==> src/rtl/regfile_pkg.sv <==
// Shared types and helpers for the multi-port register file and its scoreboard.
package regfile_pkg;

    localparam int DEF_XLEN = 32;

    // Upper bounds for the shared write-match helper; callers zero-extend into these.
    localparam int MAX_WR = 8;
    localparam int MAX_AW = 8;

    typedef logic [4:0] reg_addr_t;

    localparam reg_addr_t REG_ZERO = '0;

    // One-hot select of the highest-numbered enabled write port hitting a nonzero address.
    function automatic logic [MAX_WR-1:0] wr_winner(
        input logic [MAX_WR-1:0]        en,
        input logic [MAX_WR*MAX_AW-1:0] addrs,
        input logic [MAX_AW-1:0]        a
    );
        logic [MAX_WR-1:0] sel;
        sel = '0;
        for (int p = 0; p < MAX_WR; p++) begin
            if (en[p] && (addrs[p*MAX_AW +: MAX_AW] == a) && (a != '0)) begin
                sel    = '0;
                sel[p] = 1'b1;
            end
        end
        return sel;
    endfunction

endpackage

==> src/rtl/regfile_mp_scoreboard.sv <==
// Pending-write scoreboard: one busy bit per register, set on issue, cleared on writeback or flush.
module rf_scoreboard
    import regfile_pkg::*;
#(
    parameter int NREGS = 32,
    parameter int NWR   = 1,
    parameter int AW    = $clog2(NREGS)
) (
    input  logic                    clk,
    input  logic                    reset_n,
    input  logic [NWR-1:0]          wr_en_i,
    input  logic [NWR-1:0][AW-1:0]  wr_addr_i,
    input  logic                    iss_valid_i,
    input  logic [AW-1:0]           iss_rd_i,
    input  logic                    flush_i,
    output logic [NREGS-1:0]        busy_o
);

    logic [NREGS-1:0]          r_busy;
    logic [NREGS-1:0]          w_busyNext;
    logic [MAX_WR-1:0]         w_wrEnExt;
    logic [MAX_WR*MAX_AW-1:0]  w_wrAddrExt;

    for (genvar p = 0; p < MAX_WR; p++) begin : g_ext
        if (p < NWR) begin : g_used
            assign w_wrEnExt[p]                     = wr_en_i[p];
            assign w_wrAddrExt[p*MAX_AW +: MAX_AW]  = MAX_AW'(wr_addr_i[p]);
        end else begin : g_unused
            assign w_wrEnExt[p]                     = 1'b0;
            assign w_wrAddrExt[p*MAX_AW +: MAX_AW]  = '0;
        end
    end

    // Issue beats writeback on the same register since the issuing instruction is younger.
    always_comb begin : next_state
        logic [MAX_WR-1:0] w_sel;
        w_busyNext = r_busy;
        for (int i = 0; i < NREGS; i++) begin
            w_sel = wr_winner(w_wrEnExt, w_wrAddrExt, MAX_AW'(i));
            if (|w_sel) begin
                w_busyNext[i] = 1'b0;
            end
            if (iss_valid_i && (iss_rd_i == AW'(i)) && (i != 0)) begin
                w_busyNext[i] = 1'b1;
            end
            if (flush_i) begin
                w_busyNext[i] = 1'b0;
            end
        end
        w_busyNext[0] = 1'b0;
    end

    always_ff @(posedge clk or negedge reset_n) begin
        if (!reset_n) begin
            r_busy <= '0;
        end else begin
            r_busy <= w_busyNext;
        end
    end

    assign busy_o = r_busy;

endmodule

==> src/rtl/regfile_mp.sv <==
// Multi-port integer register file with write-to-read bypass and operand hazard reporting; x0 reads 0.
module regfile_mp
    import regfile_pkg::*;
#(
    parameter int XLEN   = DEF_XLEN,
    parameter int NREGS  = 32,
    parameter int NRD    = 2,
    parameter int NWR    = 1,
    parameter int BYPASS = 1,
    parameter int AW     = $clog2(NREGS)
) (
    input  logic                      clk,
    input  logic                      reset_n,
    input  logic [NRD-1:0][AW-1:0]    rs_addr_i,
    output logic [NRD-1:0][XLEN-1:0]  rs_data_o,
    output logic [NRD-1:0]            rs_busy_o,
    input  logic [NWR-1:0]            wr_en_i,
    input  logic [NWR-1:0][AW-1:0]    wr_addr_i,
    input  logic [NWR-1:0][XLEN-1:0]  wr_data_i,
    input  logic                      iss_valid_i,
    input  logic [AW-1:0]             iss_rd_i,
    input  logic                      flush_i,
    output logic                      hazard_o
);

    logic [XLEN-1:0]           r_regs [NREGS];
    logic [NREGS-1:0]          w_regWe;
    logic [XLEN-1:0]           w_regWd [NREGS];
    logic [NREGS-1:0]          w_busy;
    logic [MAX_WR-1:0]         w_wrEnExt;
    logic [MAX_WR*MAX_AW-1:0]  w_wrAddrExt;

    for (genvar p = 0; p < MAX_WR; p++) begin : g_ext
        if (p < NWR) begin : g_used
            assign w_wrEnExt[p]                     = wr_en_i[p];
            assign w_wrAddrExt[p*MAX_AW +: MAX_AW]  = MAX_AW'(wr_addr_i[p]);
        end else begin : g_unused
            assign w_wrEnExt[p]                     = 1'b0;
            assign w_wrAddrExt[p*MAX_AW +: MAX_AW]  = '0;
        end
    end

    // Write decode: the helper never selects x0, so entry 0 is never enabled.
    always_comb begin : write_decode
        logic [MAX_WR-1:0] w_sel;
        for (int i = 0; i < NREGS; i++) begin
            w_sel      = wr_winner(w_wrEnExt, w_wrAddrExt, MAX_AW'(i));
            w_regWe[i] = |w_sel;
            w_regWd[i] = '0;
            for (int p = 0; p < NWR; p++) begin
                if (w_sel[p]) begin
                    w_regWd[i] = wr_data_i[p];
                end
            end
        end
    end

    always_ff @(posedge clk or negedge reset_n) begin
        if (!reset_n) begin
            for (int i = 0; i < NREGS; i++) begin
                r_regs[i] <= '0;
            end
        end else begin
            for (int i = 0; i < NREGS; i++) begin
                if (w_regWe[i]) begin
                    r_regs[i] <= w_regWd[i];
                end
            end
        end
    end

    rf_scoreboard #(
        .NREGS (NREGS),
        .NWR   (NWR),
        .AW    (AW)
    ) u_scoreboard (
        .clk         (clk),
        .reset_n     (reset_n),
        .wr_en_i     (wr_en_i),
        .wr_addr_i   (wr_addr_i),
        .iss_valid_i (iss_valid_i),
        .iss_rd_i    (iss_rd_i),
        .flush_i     (flush_i),
        .busy_o      (w_busy)
    );

    for (genvar r = 0; r < NRD; r++) begin : g_rd
        logic [MAX_WR-1:0] w_sel;
        logic [XLEN-1:0]   w_byp;
        logic              w_hit;

        always_comb begin
            w_sel = wr_winner(w_wrEnExt, w_wrAddrExt, MAX_AW'(rs_addr_i[r]));
            w_byp = '0;
            for (int p = 0; p < NWR; p++) begin
                if (w_sel[p]) begin
                    w_byp = wr_data_i[p];
                end
            end
        end

        // A same-cycle writeback resolves the hazard only when its data is forwarded.
        assign w_hit        = (BYPASS != 0) && (|w_sel);
        assign rs_data_o[r] = (rs_addr_i[r] == AW'(REG_ZERO)) ? '0 :
                              w_hit ? w_byp : r_regs[rs_addr_i[r]];
        assign rs_busy_o[r] = w_busy[rs_addr_i[r]] && !w_hit;
    end

    assign hazard_o = |rs_busy_o;

endmodule
==> config.mk <==
export PLATFORM = sky130hd
export DESIGN_NAME = regfile_mp
export DESIGN_NICKNAME = d
export VERILOG_FILES = /design/src/rtl/regfile_pkg.sv /design/src/rtl/regfile_mp_scoreboard.sv /design/src/rtl/regfile_mp.sv
export SDC_FILE = /design/constraint.sdc
export NUM_CORES = 2
export LEC_CHECK = 0
export BUFFER_PORTS_ARGS = -buffer_cell sky130_fd_sc_hd__buf_2
export CORE_MARGIN = 3
export CORE_UTILIZATION = 55
export CTS_BUF_LIST = sky130_fd_sc_hd__clkbuf_16
export DETAILED_ROUTE_END_ITERATION = 10
export GPL_TIMING_DRIVEN = 0
export PLACE_DENSITY = 0.78
export SYNTH_ARGS = -nofsm -noshare
export SYNTH_HDL_FRONTEND = slang
export SYNTH_SLANG_ARGS = --single-unit
==> constraint.sdc <==
create_clock -name clk -period 3.9 [get_ports clk]
set_clock_uncertainty 0.05 [all_clocks]
set_input_delay 0.585 -clock clk [delete_from_list [all_inputs] [get_ports clk]]
set_output_delay 0.585 -clock clk [all_outputs]
set_load 0.01 [all_outputs]
After elaboration in Yosys (flattened, before gate mapping)
Cells that the tools add are included.
- $lt $le $gt $ge: 4
- equal/unequal tests: 64
- multiplexer cells: 173
- bitwise gates (word level): 2
- reduce and logical (&&, ||, !) cells: 139
- operator list (operator ; count):
    $mux W32 ; 41
    $bmux W32 S5 ; 2
    $reduce_or A8 Y1 ; 33
    $eq A5 B5 Y1 const B ; 32
    $mux W1 ; 128
    $reduce_bool A3 Y1 ; 31
    $eq A5 B4 Y1 const B ; 16
    $logic_and A1 B1 Y1 ; 68
    $eq A5 B3 Y1 const B ; 8
    $eq A5 B2 Y1 const B ; 4
    $ge A6 B6 Y1 const B ; 2
    $lt A5 B6 Y1 const B ; 2
    $not A5 Y6 ; 2
    $bmux W1 S5 ; 2
    $eq A5 B1 Y1 const B ; 2
    $eq A5 B5 Y1 ; 2
    $logic_not A5 Y1 ; 2
    $reduce_bool A5 Y1 ; 2
    $logic_not A1 Y1 ; 2
    $reduce_or A2 Y1 ; 1
- bits in registers: 1023
- bits of input ports: 57
- word-level logic and storage cells: 444

Depth between registers and ports, before layout
- word-level depth: 8
- gate-level depth with buffers: 9
- gate-level depth less buffers: 5

Cells and area by module
Synthesis repeated with hierarchy kept, for this count alone.
- cell total of the unflattened synthesis: 3992
- area, all modules: 56186.4 um^2
- by module, submodules not included (module ; times used ; cells an instance ; area an instance (um^2)):
    regfile_mp ; 1 ; 3833 ; 54692.5
    rf_scoreboard ; 1 ; 159 ; 1493.9

Least setup slack after synthesis
OpenSTA, ideal clock, no wires.
- kind: input -> output
- start point: input port rs_addr_i[0] (netlist bit)
- end point: output port rs_data_o[23] (netlist bit)
- arrival time: 2157 ps
- data required time: 3265 ps
- path slack: 1108 ps
- stages on the path: 7
- path through: buf_2 > buf_4 > buf_2 > mux4_2 > o21ai_0 > nand3_1 > o22a_1
- RTL lines (item ; RTL line ; RTL):
    start, declared ; regfile_mp.sv:14 ; input logic [NRD-1:0][AW-1:0] rs_addr_i,
    end, declared ; regfile_mp.sv:15 ; output logic [NRD-1:0][XLEN-1:0] rs_data_o,

==> metrics.txt <==
global route overflow 0; DR WL/cell 37.3 um; die width 323 um; r2r worst-path depth 1; pin count of the biggest net entering global routing 166; DR DRC count 0; reg2reg start r_regs[551]; pwr dens 506 nW/um^2; register area share after synthesis 0.464; leakage power 26.8 nW; vias 41100; CP Class in2out; Max Slew Vio Count 43; critical path launch point type primary input; reg2reg end r_regs[551]; crit path max fanout 10; placed inst area 57600 um^2; first-pass GRT wire length 291000 um; Slew HR -0.0636; die area 104000 um^2; Die Y 323 um; row count 115; clock sinks 1023; Synth area leader dfrtp_1; Reg clk slew, reported paths 0.06 ns; vias per inst 7.50; EDFF count, synth 0; CP Capture Type output port; Final ANT Viol Nets 0; most common library cells after synthesis mux2_2, dfrtp_1, mux4_2, mux2i_1, clkbuf_1; Port Buffers 112; synth top area cells dfrtp_1, mux2_2, mux4_2; top_reg_cell synth dfrtp_1; core area 99000 um^2; Syn. warnings 0; initial core utilization 0.558; share of cells above drive strength 1 0.473; Mapped Cells 3862; I/O pin cnt 124; most frequent cell after synthesis mux2_2; failing checks max-capacitance violations, max-slew violations, negative setup slack; Final Instance Area 61100 um^2; initial antenna violation count 10; final period utilization 1.03; global-route usage over all layers 0.392; min cycle time layout 4.00 ns; worst endpoint required time 3.26 ns; maximum clock path buffer count 3; Layout Nets 4148; class of the worst hold path in2reg; DRT iter0 DRCs 6312; post-synth top area share 0.464; hold path endpoint u_scoreboard.busy_o[7]; VDD IR max 0.474 mV; vias in the first global route 41100; Hold Path Stages 2; GP Congestion 1.02; TritonRoute pass-1 iters 8; Fin. Hold Viols 0; Mapped Nets 3919; outcome finished, violations left; worst slew pin tran 1.60 ns; post-synthesis cell type count 50; Post-synth ARST share 1.00; setup_tns -0.602 ns; final setup vio count 13; clock root buffer clkbuf_16; H-tree depth 3; DP HPWL 135000 um; Area Growth Syn to Fin 10.7%; CTS tree done; #FFs+latches synth 1023; routed wire length 204000 um; Setup Buffers After CTS 0; PnR worst setup slack -0.104 ns; worst hold path startpoint flush_i; Arr. time, crit path 3.37 ns; worst-skew pair later-pin latency 0.70 ns; maximum achievable frequency 250 MHz; CTS buffer count 107; RSZ-0062 raised after global routing no; worst reg-to-reg setup slack 3.00 ns; mapped cell area 55200 um^2; Post-Syn Area per Cell 14.3 um^2; Max-cap violations 5
==> report_power, final <==
group	total, mW	switching (mW)	internal, mW
Combinational	6.62	2.91	3.71
Clock	10.1	4.54	5.59
Sequential	14.2	1.54	12.6
==> critical path, stage by stage <==
cell and delay, ns:
buf_2 0.19, nand2b_1 0.34, nor2_1 0.50, clkbuf_1 0.75, a22oi_1 0.28, o311ai_0 0.30
o22a_1 0.27, buf_2 0.14
==> placed cells by master (no fill, tap or decap), types with 28 or more instances in the layout <==
master        n
a221oi_1    125
a22oi_1      82
buf_1        43
buf_2       249
buf_4        33
clkbuf_1    163
clkbuf_16   109
clkbuf_2     31
clkinv_1     34
clkinv_2     28
dfrtp_1    1023
mux2_2     1112
mux2i_1     204
mux4_2      363
nand2_1      40
nand3_1      34
nor2_1       82
o21ai_0     105
o22a_1       61
o22ai_1      37
o32ai_1      31
==> metal layers <==
metal	global-route usage	wire length (um)
met3	0.169	29800
met1	0.499	72900
met2	0.550	85100
met4	0.253	16200
met5	0.0104	280
==> state kept, by name, indices dropped and copies added, names as in the netlist <==
signal,count
r_regs,992
u_scoreboard.busy_o,31
==> how the worst max path moves through the flow <==
stage / slack [ns] / from / endpoint / cells past startpoint
2_1_floorplan: 1.11 / rs_addr_i[0] / rs_data_o[23] / 7
3_3_place_gp: -20.24 / reset_n / r_regs[592] / 1
4_1_cts: 0.006 / rs_addr_i[6] / rs_data_o[52] / 9
3_5_place_dp: -0.48 / rs_addr_i[2] / rs_data_o[10] / 9
5_1_grt: 0.0005 / rs_addr_i[2] / rs_data_o[20] / 10
6_report: -0.10 / rs_addr_i[8] / rs_data_o[52] / 8
==> logic make-up after synthesis <==
kind of cell,count (synthesis),synth area share
multiplexers,1686,0.413
flip-flops,1023,0.464
AO/OA/AOI/OAI,501,0.0678
buffers and inverters,435,0.0360
AND/OR/NAND/NOR,207,0.0176
XOR/XNOR,10,0.00159
==> per-stage QoR <==
stage	std cells	total power, mW	setup slack (ns)	hold slack, ns	util
finish	5476	30.9	-0.104	0.0584	0.617
global placement	5261	20.3	-20.24	0.445	0.580
floorplan	3862	18.5	1.11	0.239	-
CTS	5470	30.6	0.00610	0.0484	0.616
detailed placement	5268	20.7	-0.479	0.457	0.582
global route	5472	31.9	0.000501	0.0733	0.617
==> cell type report <==
type	count	area, um^2
multi-input combinational	2404	27600
fill	7477	37900
timing repair buffer	120	778
clock inverter	92	642
tap	1287	1610
antenna	6	15.0
inverter	5	18.8
buffer	430	2080
clock buffer	109	2730
sequential	1023	25600
==> what timing repair did <==
item,in CTS,in global routing
hold buffers,1,0
endpoints found under the hold margin,100,0
setup endpoints to repair,57,54
gates resized for setup,34,68
No activity file was read; power rests on OpenSTA's default activity.
